<file path="config.mk">
export PLATFORM = sky130hd
export DESIGN_NAME = sram_ctl_flat
export DESIGN_NICKNAME = d
export VERILOG_FILES = /design/src/rtl/sram_ctl_if.sv /design/src/rtl/sram_ctl.sv /design/src/flat_wrapper.sv
export SDC_FILE = /design/constraint.sdc
export NUM_CORES = 1
export LEC_CHECK = 0
export CAP_MARGIN = 15
export CORE_UTILIZATION = 42
export CTS_CLUSTER_DIAMETER = 50
export DETAILED_ROUTE_END_ITERATION = 16
export GPL_ROUTABILITY_DRIVEN = 0
export PLACE_DENSITY = 0.79
export SLEW_MARGIN = 20
export SYNTH_ARGS = -nofsm -noshare
export SYNTH_HDL_FRONTEND = slang
export SYNTH_SLANG_ARGS = --single-unit
</file>
<file path="constraint.sdc">
create_clock -name wb_clock_i -period 1.9 [get_ports wb_clock_i]
set_input_delay 0.38 -clock wb_clock_i [delete_from_list [all_inputs] [get_ports wb_clock_i]]
set_output_delay 0.38 -clock wb_clock_i [all_outputs]
set_load 0.05 [all_outputs]
</file>
<file path="src/rtl/sram_ctl_if.sv">
// Wishbone B4 pipelined bus bundle between an interconnect master and sram_ctl.
// Clock and reset are not part of the bundle; they stay plain ports.
interface sram_ctl_if #(
  parameter int WB_ADDR_W = 17,
  parameter int DATA_W    = 8
);
  logic [WB_ADDR_W-1:0] wb_addr_i;
  logic [DATA_W-1:0]    wb_data_i;
  logic [DATA_W-1:0]    wb_data_o;
  logic                 wb_we_i;
  logic                 wb_cycle_i;
  logic                 wb_strobe_i;
  logic                 wb_stall_o;
  logic                 wb_ack_o;

  modport master (
    output wb_addr_i, wb_data_i, wb_we_i, wb_cycle_i, wb_strobe_i,
    input  wb_data_o, wb_stall_o, wb_ack_o
  );

  modport slave (
    input  wb_addr_i, wb_data_i, wb_we_i, wb_cycle_i, wb_strobe_i,
    output wb_data_o, wb_stall_o, wb_ack_o
  );
endinterface

</file>
<file path="src/rtl/sram_ctl.sv">
// sram_ctl: Wishbone B4 pipelined slave in front of an asynchronous SRAM.
// One access at a time: IDLE -> READ | WRITE -> RECOVER -> IDLE, with
// cycle-count timing for the OE window, the WE pulse and the read turnaround.
// Optional feature macro: SRAM_CTL_RDCACHE_EN adds a one-entry read cache
// (tagged by SRAM address) that answers repeat reads without an SRAM access.
module sram_ctl #(
  parameter int WB_ADDR_W  = 17,
  parameter int RAM_ADDR_W = 17,
  parameter int DATA_W     = 8,
  parameter int BASE_W     = 0,
  parameter int BASE       = 0,
  parameter int RD_CYCLES  = 4,
  parameter int WR_CYCLES  = 3,
  parameter int TA_CYCLES  = 1
) (
  input  logic                  wb_clock_i,
  input  logic                  wb_reset_ni,
  sram_ctl_if.slave             wb,
  output logic [RAM_ADDR_W-1:0] ram_addr_o,
  output logic                  ram_oe_o,
  output logic                  ram_we_o,
  input  logic [DATA_W-1:0]     ram_data_i,
  output logic [DATA_W-1:0]     ram_data_o,
  output logic                  ram_data_oe
);

  localparam int MAX_RW  = (RD_CYCLES > WR_CYCLES) ? RD_CYCLES : WR_CYCLES;
  localparam int MAX_CYC = (MAX_RW > TA_CYCLES) ? MAX_RW : TA_CYCLES;
  localparam int CNT_W   = $clog2(MAX_CYC + 1);

  localparam logic [CNT_W-1:0] RD_LAST = CNT_W'(RD_CYCLES - 1);
  localparam logic [CNT_W-1:0] WR_LAST = CNT_W'(WR_CYCLES - 1);
  localparam logic [CNT_W-1:0] TA_LAST = CNT_W'(TA_CYCLES - 1);

  typedef enum logic [2:0] {
    S_IDLE,
    S_READ,
    S_WRITE,
    S_RECOVER,
    S_HIT
  } state_t;

  state_t           state;
  logic [CNT_W-1:0] cnt;
  logic [CNT_W-1:0] rec_last;  // last count of the current RECOVER stay
  logic             wr_abort;  // cycle dropped at some point during the WE pulse
  logic             sel;
  logic             req;
  logic             hit;

  // Address window decode; a zero-width select field means always selected.
  if (BASE_W == 0) begin : g_no_sel
    assign sel = 1'b1;
  end else begin : g_sel
    assign sel = (wb.wb_addr_i[WB_ADDR_W-1 -: BASE_W] == BASE_W'(BASE));
  end

  assign req = sel & wb.wb_cycle_i & wb.wb_strobe_i;

  // NOTE: stall is decoded straight from the state register so the master sees
  // it in the same cycle; only IDLE can take a new request.
  assign wb.wb_stall_o = (state != S_IDLE);

  // The FPGA drives the SRAM data pins exactly while the write pulse is active.
  assign ram_data_oe = ram_we_o;

`ifdef SRAM_CTL_RDCACHE_EN
  logic                  c_valid;
  logic [RAM_ADDR_W-1:0] c_addr;
  logic [DATA_W-1:0]     c_data;

  assign hit = c_valid && !wb.wb_we_i && (c_addr == wb.wb_addr_i[RAM_ADDR_W-1:0]);
`else
  assign hit = 1'b0;
`endif

  // Access sequencer: state, timing counter, registered bus and SRAM outputs.
  // NOTE: every register here uses non-blocking assignment so all of them
  // update together on the edge; reset is synchronous (sampled on the edge).
  always_ff @(posedge wb_clock_i) begin
    if (!wb_reset_ni) begin
      state        <= S_IDLE;
      cnt          <= '0;
      rec_last     <= '0;
      wr_abort     <= 1'b0;
      wb.wb_ack_o  <= 1'b0;
      wb.wb_data_o <= '0;
      ram_addr_o   <= '0;
      ram_data_o   <= '0;
      ram_oe_o     <= 1'b0;
      ram_we_o     <= 1'b0;
`ifdef SRAM_CTL_RDCACHE_EN
      c_valid      <= 1'b0;
      c_addr       <= '0;
      c_data       <= '0;
`endif
    end else begin
      wb.wb_ack_o <= 1'b0;
      case (state)
        S_IDLE: begin
          if (req) begin
            cnt <= '0;
            if (hit) begin
              state <= S_HIT;
            end else begin
              ram_addr_o <= wb.wb_addr_i[RAM_ADDR_W-1:0];
              wr_abort   <= 1'b0;
              if (wb.wb_we_i) begin
                ram_data_o <= wb.wb_data_i;
                ram_we_o   <= 1'b1;
                state      <= S_WRITE;
              end else begin
                ram_oe_o <= 1'b1;
                state    <= S_READ;
              end
            end
          end
        end

        S_READ: begin
          if (!wb.wb_cycle_i) begin
            // Abort: release the SRAM at once, still honour the turnaround.
            ram_oe_o <= 1'b0;
            cnt      <= '0;
            rec_last <= TA_LAST;
            state    <= S_RECOVER;
          end else if (cnt == RD_LAST) begin
            wb.wb_data_o <= ram_data_i;
            wb.wb_ack_o  <= 1'b1;
            ram_oe_o     <= 1'b0;
            cnt          <= '0;
            rec_last     <= TA_LAST;
            state        <= S_RECOVER;
`ifdef SRAM_CTL_RDCACHE_EN
            c_valid      <= 1'b1;
            c_addr       <= ram_addr_o;
            c_data       <= ram_data_i;
`endif
          end else begin
            cnt <= cnt + 1'b1;
          end
        end

        S_WRITE: begin
          // A write is never truncated; an abort only suppresses the ack.
          if (cnt == WR_LAST) begin
            ram_we_o <= 1'b0;
            cnt      <= '0;
            rec_last <= '0;
            state    <= S_RECOVER;
            if (wb.wb_cycle_i && !wr_abort) begin
              wb.wb_ack_o <= 1'b1;
`ifdef SRAM_CTL_RDCACHE_EN
              c_valid     <= 1'b1;
              c_addr      <= ram_addr_o;
              c_data      <= ram_data_o;
            end else begin
              c_valid     <= 1'b0;
`endif
            end
          end else begin
            cnt      <= cnt + 1'b1;
            wr_abort <= wr_abort | !wb.wb_cycle_i;
          end
        end

        S_RECOVER: begin
          if (cnt == rec_last) begin
            state <= S_IDLE;
          end else begin
            cnt <= cnt + 1'b1;
          end
        end

        S_HIT: begin
          // Cached read: answer one cycle after acceptance, no SRAM activity.
          state <= S_IDLE;
`ifdef SRAM_CTL_RDCACHE_EN
          if (wb.wb_cycle_i) begin
            wb.wb_ack_o  <= 1'b1;
            wb.wb_data_o <= c_data;
          end
`endif
        end

        default: state <= S_IDLE;
      endcase
    end
  end

endmodule

</file>
<file path="src/flat_wrapper.sv">
// flat-port wrapper written by rule: the top's interface ports become plain ports
module sram_ctl_flat 
#(
  parameter int WB_ADDR_W  = 17,
  parameter int RAM_ADDR_W = 17,
  parameter int DATA_W     = 8,
  parameter int BASE_W     = 0,
  parameter int BASE       = 0,
  parameter int RD_CYCLES  = 4,
  parameter int WR_CYCLES  = 3,
  parameter int TA_CYCLES  = 1
)
  (wb_clock_i, wb_reset_ni, ram_addr_o, ram_oe_o, ram_we_o, ram_data_i, ram_data_o, ram_data_oe, wb_wb_addr_i, wb_wb_data_i, wb_wb_we_i, wb_wb_cycle_i, wb_wb_strobe_i, wb_wb_data_o, wb_wb_stall_o, wb_wb_ack_o);
  sram_ctl_if #(.WB_ADDR_W(WB_ADDR_W), .DATA_W(DATA_W)) wb_i ();
  input  logic wb_clock_i;
  input  logic wb_reset_ni;
  output logic [RAM_ADDR_W-1:0] ram_addr_o;
  output logic ram_oe_o;
  output logic ram_we_o;
  input  logic [DATA_W-1:0] ram_data_i;
  output logic [DATA_W-1:0] ram_data_o;
  output logic ram_data_oe;
  input wire logic [$bits(wb_i.wb_addr_i)-1:0] wb_wb_addr_i;
  input wire logic [$bits(wb_i.wb_data_i)-1:0] wb_wb_data_i;
  input wire logic [$bits(wb_i.wb_we_i)-1:0] wb_wb_we_i;
  input wire logic [$bits(wb_i.wb_cycle_i)-1:0] wb_wb_cycle_i;
  input wire logic [$bits(wb_i.wb_strobe_i)-1:0] wb_wb_strobe_i;
  output wire logic [$bits(wb_i.wb_data_o)-1:0] wb_wb_data_o;
  output wire logic [$bits(wb_i.wb_stall_o)-1:0] wb_wb_stall_o;
  output wire logic [$bits(wb_i.wb_ack_o)-1:0] wb_wb_ack_o;
  assign wb_i.wb_addr_i = wb_wb_addr_i;
  assign wb_i.wb_data_i = wb_wb_data_i;
  assign wb_i.wb_we_i = wb_wb_we_i;
  assign wb_i.wb_cycle_i = wb_wb_cycle_i;
  assign wb_i.wb_strobe_i = wb_wb_strobe_i;
  assign wb_wb_data_o = wb_i.wb_data_o;
  assign wb_wb_stall_o = wb_i.wb_stall_o;
  assign wb_wb_ack_o = wb_i.wb_ack_o;
  sram_ctl #(.WB_ADDR_W(WB_ADDR_W), .RAM_ADDR_W(RAM_ADDR_W), .DATA_W(DATA_W), .BASE_W(BASE_W), .BASE(BASE), .RD_CYCLES(RD_CYCLES), .WR_CYCLES(WR_CYCLES), .TA_CYCLES(TA_CYCLES)) u_core (.wb_clock_i(wb_clock_i), .wb_reset_ni(wb_reset_ni), .wb(wb_i), .ram_addr_o(ram_addr_o), .ram_oe_o(ram_oe_o), .ram_we_o(ram_we_o), .ram_data_i(ram_data_i), .ram_data_o(ram_data_o), .ram_data_oe(ram_data_oe));
endmodule
</file>
# Word-level counts from Yosys, hierarchy flattened
# Cells that the tools add are included.
# totals
inputBits	38
mem_bits_ro	0
wordCells	79
mem_count	0
ram_bits	0
out_inout_bits	38
reg_bits	46
latchBits	0
# classes
shifts	0
n_reduce_logical	18
add_sub_neg	1
mul	0
n_bitwise	2
muxes	34
n_eq_ne	14
div	0
magnitude_cmp	0
# op_table
op	count
two-way mux 3 bit	13
case mux 3 bit (4 select lines)	2
AND reduction 3 bit	5
two-way mux 1 bit	13
equality test 3 x 2 -> 1 bit (second input constant)	4
AND reduction 4 bit	3
inequality test 2 bit (second input constant)	4
case mux 1 bit (2 select lines)	4
inequality test 2 x 1 -> 1 bit (second input constant)	3
case mux 3 bit (2 select lines)	1
nonzero test 2 bit	3
nonzero test 4 bit	1
adder 3 x 1 -> 3 bit (second input constant)	1
equality test 3 x 1 -> 1 bit (second input constant)	1
equality test 3 bit	1
zero test 3 bit	1
inequality test 3 x 2 -> 1 bit (second input constant)	1
nonzero test 3 bit	1
zero test 1 bit	2
two-way mux 2 bit	1
AND reduction 2 bit	1
AND 1 bit	1
logical AND 1 bit	1
OR 1 bit	1

# Longest topological paths before layout
# Gate-level depths: netlist of run 1.
# depth
word_depth	5
ltp_mapped	8

# Worst setup path before layout of run 1
# Ideal clock, no wire load.
# synth_path
path_kind	register to register
start	reg u_core.state[0]
end	reg u_core.cnt[2]
arrival_time_ns	1.624
required_time_ns	1.783
slack_ns	0.158
path_stages_with_launch	8
setup_time_ns	0.117
synth_period_minus_slack_ns	1.742
path_cell_list	dfxtp_1 inv_1 ha_1 buf_6 or4_4 nand3_2 nor3_1 a32o_1
# synth_between
elab_chain_cells	3
# synth_lines
item	line_no	rtl
start: declaration	sram_ctl.sv:43	state_t state;
start signal: assignment	sram_ctl.sv:82	state <= S_IDLE;
start signal: assignment	sram_ctl.sv:104	state <= S_HIT;
start signal: assignment	sram_ctl.sv:111	state <= S_WRITE;
equality test 3 x 2 -> 1 bit (tied with other cells)	sram_ctl.sv:99	case (state)
inequality test 2 bit (no line) (tied with other cells)	-	
AND reduction 3 bit (no line)	-	
end signal: assignment	sram_ctl.sv:140	cnt <= cnt + 1'b1;
end signal: assignment	sram_ctl.sv:162	cnt <= cnt + 1'b1;
end signal: assignment	sram_ctl.sv:171	cnt <= cnt + 1'b1;
end: declaration	sram_ctl.sv:44	logic [CNT_W-1:0] cnt;
# Parallel ways exist; a longest one is shown, timed or not.
# A chain may end at the register's enable or synchronous reset.

# Worst setup path after layout of run 1
# layout_path
start	reg u_core.ram_we_o, in the netlist u_core.ram_data_oe
end	out ram_we_o
# layout_rtl
item	line_no	rtl
start: declaration	sram_ctl.sv:21	output logic ram_we_o,
start signal: assignment	sram_ctl.sv:91	ram_we_o <= 1'b0;
start signal: assignment	sram_ctl.sv:110	ram_we_o <= 1'b1;
start signal: assignment	sram_ctl.sv:147	ram_we_o <= 1'b0;
end: declaration	flat_wrapper.sv:19	output logic ram_we_o;
# No word-level cell between the ends.

==> results of run 1 <==
==> power by group <==
group	switching, mW	internal, mW	leakage, nW
Combinational	0.571	0.411	0.648
Clock	0.287	0.393	0.0524
Sequential	0.0443	0.953	0.342
Total	0.902	1.76	1.04
==> synthesized netlist by cell type <==
cell | count | area share, %
and3b_1 | 1 | 0.48
or4b_1 | 1 | 0.55
nor3_1 | 1 | 0.28
inv_1 | 11 | 2.3
or4_4 | 1 | 0.62
a21bo_2 | 1 | 0.55
o41ai_1 | 1 | 0.48
o21ai_0 | 6 | 1.7
ha_1 | 10 | 6.9
nand3_1 | 3 | 0.83
nand2_1 | 74 | 15
o21ai_1 | 1 | 0.28
dfxtp_1 | 42 | 47
nand3_2 | 2 | 1.1
and3_1 | 3 | 1.0
a311oi_1 | 1 | 0.48
nand2b_1 | 1 | 0.35
inv_2 | 1 | 0.21
nand4_1 | 1 | 0.35
buf_2 | 3 | 0.83
a21oi_1 | 43 | 12
clkbuf_1 | 6 | 1.2
nor2b_1 | 2 | 0.69
nand3b_1 | 2 | 0.83
buf_6 | 1 | 0.62
nor2_2 | 1 | 0.35
a32o_1 | 1 | 0.55
or4_1 | 3 | 1.2
buf_4 | 1 | 0.42
o211ai_1 | 1 | 0.42
o211a_1 | 1 | 0.55
==> worst max path at each step <==
stage	start	end	slack [ns]	depth (start not counted)
3_5_place_dp	wb_wb_cycle_i	u_core.state[1]	-0.02	5
4_1_cts	u_core.state[0]	u_core.cnt[2]	0.04	7
2_1_floorplan	u_core.state[0]	u_core.cnt[2]	0.16	7
3_3_place_gp	wb_wb_cycle_i	u_core.state[1]	0.06	5
6_report	u_core.ram_data_oe	ram_we_o	0.05	1
5_1_grt	u_core.cnt[1]	u_core.state[1]	-0.0009	6
==> flip-flops by register name, indices dropped and copies added (netlist names) <==
name,cells
u_core.cnt,3
u_core.ram_addr_o,17
u_core.ram_data_o,8
u_core.ram_data_oe,1
u_core.ram_oe_o,1
u_core.state,2
u_core.wb.wb_ack_o,1
u_core.wb.wb_data_o,8
u_core.wr_abort,1
==> layout make-up <==
cell class                 count  area (µm²)  share of cell area, %
clock inverter                 1        30.0                   1.08
inverter                      12        45.0                   1.61
timing repair buffer          89         861                   30.9
clock buffer                   7        76.3                   2.74
tap                           50        62.6                   2.24
sequential                    42         843                   30.2
multi-input combinational    162         872                   31.3
==> routing by layer <==
layer | GRT usage (%) | share of wire (%) | wire length, µm
met1 | 26.1 | 43 | 1980
met2 | 34.2 | 49 | 2230
met3 | 4.56 | 7.1 | 327
met5 | 0 | 0 | 0
met4 | 7.98 | 0.96 | 44
==> through the flow <==
stage | std cells | utilization [%]
floorplan | 227 | -
detailed placement | 355 | 65.9
global route | 363 | 68.8
CTS | 363 | 68.5
global placement | 355 | 65.9
finish | 363 | 68.8
==> timing repair <==
action,CTS,global route
hold buffers,0,0
setup endpoints to repair,0,5
resized for setup,0,5
==> logic make-up (layout without fill, tap and decap cells) <==
family / count (synthesis) / count (layout) / share of synthesized area [%]
simple gates: 96 / 96 / 24.1
buf+inv: 23 / 109 / 5.61
flops: 42 / 42 / 46.5
fa+ha+maj: 10 / 10 / 6.92
compound gates: 56 / 56 / 16.9
==> flow_summary.yaml, run 1 <==
status:
  status: "finished, final reports clean"
power_and_ir_drop:
  power.total_mw: 2.66
  p_leak_nw: 1.04
  power.density_nw_per_um2: 953
  vdd_drop_max_mv: 0.490
floorplanning:
  pin_count: 76
  die_w_um: 67.6
  start_util_pct: 44.6
  dieHeight_um: 67.6
  die_area_um2: 4570
  num_rows: 23
  core_area_um2: 4060
route:
  ant_nets: 0
  drt_iter0_drc: 129
  wire_per_inst_um: 12.6
  via_count: 1828
  first_pass_iters: 4
  vias_per_cell: 5.04
  drt_wl_total_um: 4590
  route.detailed.drc: 0
placement:
  place_area_um2: 2680
  preCtsSetupSlack_ns: -0.0185
  place_hpwl_um: 3470
  port_buffers: 75
timing:
  fin_worst_skew_ns: 0.00515
  finalSetupViolations: 0
  hold_viol: 0
  timing.hold.ws_ns: 0.453
  fin_setup_tns_ns: 0
  max_freq_mhz: 542
  drv_slew: 0
  slew_headroom_pct: 64.5
  fin_ws_ns: 0.0541
  worst_pin_slew_ns: 0.531
  period_share_pct: 97.2
  period_minus_slack_ns: 1.85
critical_path:
  crit_type: "register to output pin"
  cp.arrival_ns: 1.47
  crit_family: "buffers and inverters"
  required_ns: 1.52
  rr_startpoint: "u_core.state[0]"
  cp_cell_sequence: "clkdlybuf4s50_1"
  worst_setup_path_start_kind: "register"
  worstPathMaxFanout: 3
  r2r_setup_slack_ns: 0.10
  endpoint_kind: "output pin"
  r2r-end: "u_core.cnt[2]"
  crit_buf_inv: 1
  cpPeakStageDelay_ns: 0.82
  reg2reg_depth: 7
  crit_slowest_cell: "clkdlybuf4s50_1"
layout:
  fin_area_um2: 2790
  mostFrequentLayoutCells: "nand2_1, clkdlybuf4s50_1, a21oi_1, dfxtp_1, buf_4"
  drive_gt1_share_pct: 10.5
  mostFrequentLayoutCell: "nand2_1"
  nFillCells: 341
  final_nets: 360
  area_growth_pct: 54.3
  antennaDiodeCount: 0
synth:
  yosysWarnings: 0
  syn_area_um2: 1810
  synth_seq_cells: 42
  postSynthAreaPerCell_um2: 7.96
  synthCells: 227
  ys_seq_area_share_pct: 46.5
  yosysUniqueCellTypes: 31
  syn_nets: 275
global_routing:
  gr-total-overflow: 0
  grt_antenna_before_repair: 0
  grt_pass1_wl_um: 7220
  grt_max_degree: 18
  grt_pass1_vias: 1644
  grt_util_all_layers_pct: 20.8
cts:
  cts_buffers: 5
  cts_max_path_buffers: 2
  clockRootBuffer: "clkbuf_8"
  post-cts-setup-buffers: 0
  htreeDepth: 2
  numClockSinks: 42
  clkLatencyLatePin_ns: 0.29
  cts_tree: "yes"
  cts.reportedPaths.clkPinSlew_ns: 0.08
min_path:
  hold_end: "u_core.ram_addr_o[4]"
  holdPathStages: 2
  min_from: "u_core.ram_addr_o[4]"
  worstHoldPathType: "register to register"
run:
  maxCapViolCount: 0
Power figures use the tool's default switching activity.
==> run 2: changes to the inputs <==
--- a/config.mk
+++ b/config.mk
@@ -9,9 +9,9 @@
 export CORE_UTILIZATION = 42
 export CTS_CLUSTER_DIAMETER = 50
 export DETAILED_ROUTE_END_ITERATION = 16
-export GPL_ROUTABILITY_DRIVEN = 0
 export PLACE_DENSITY = 0.79
 export SLEW_MARGIN = 20
 export SYNTH_ARGS = -nofsm -noshare
 export SYNTH_HDL_FRONTEND = slang
 export SYNTH_SLANG_ARGS = --single-unit
+export TNS_END_PERCENT = 20
==> results of run 2 <==
The final DEF is identical to that of run 1; final timing and power are the same.
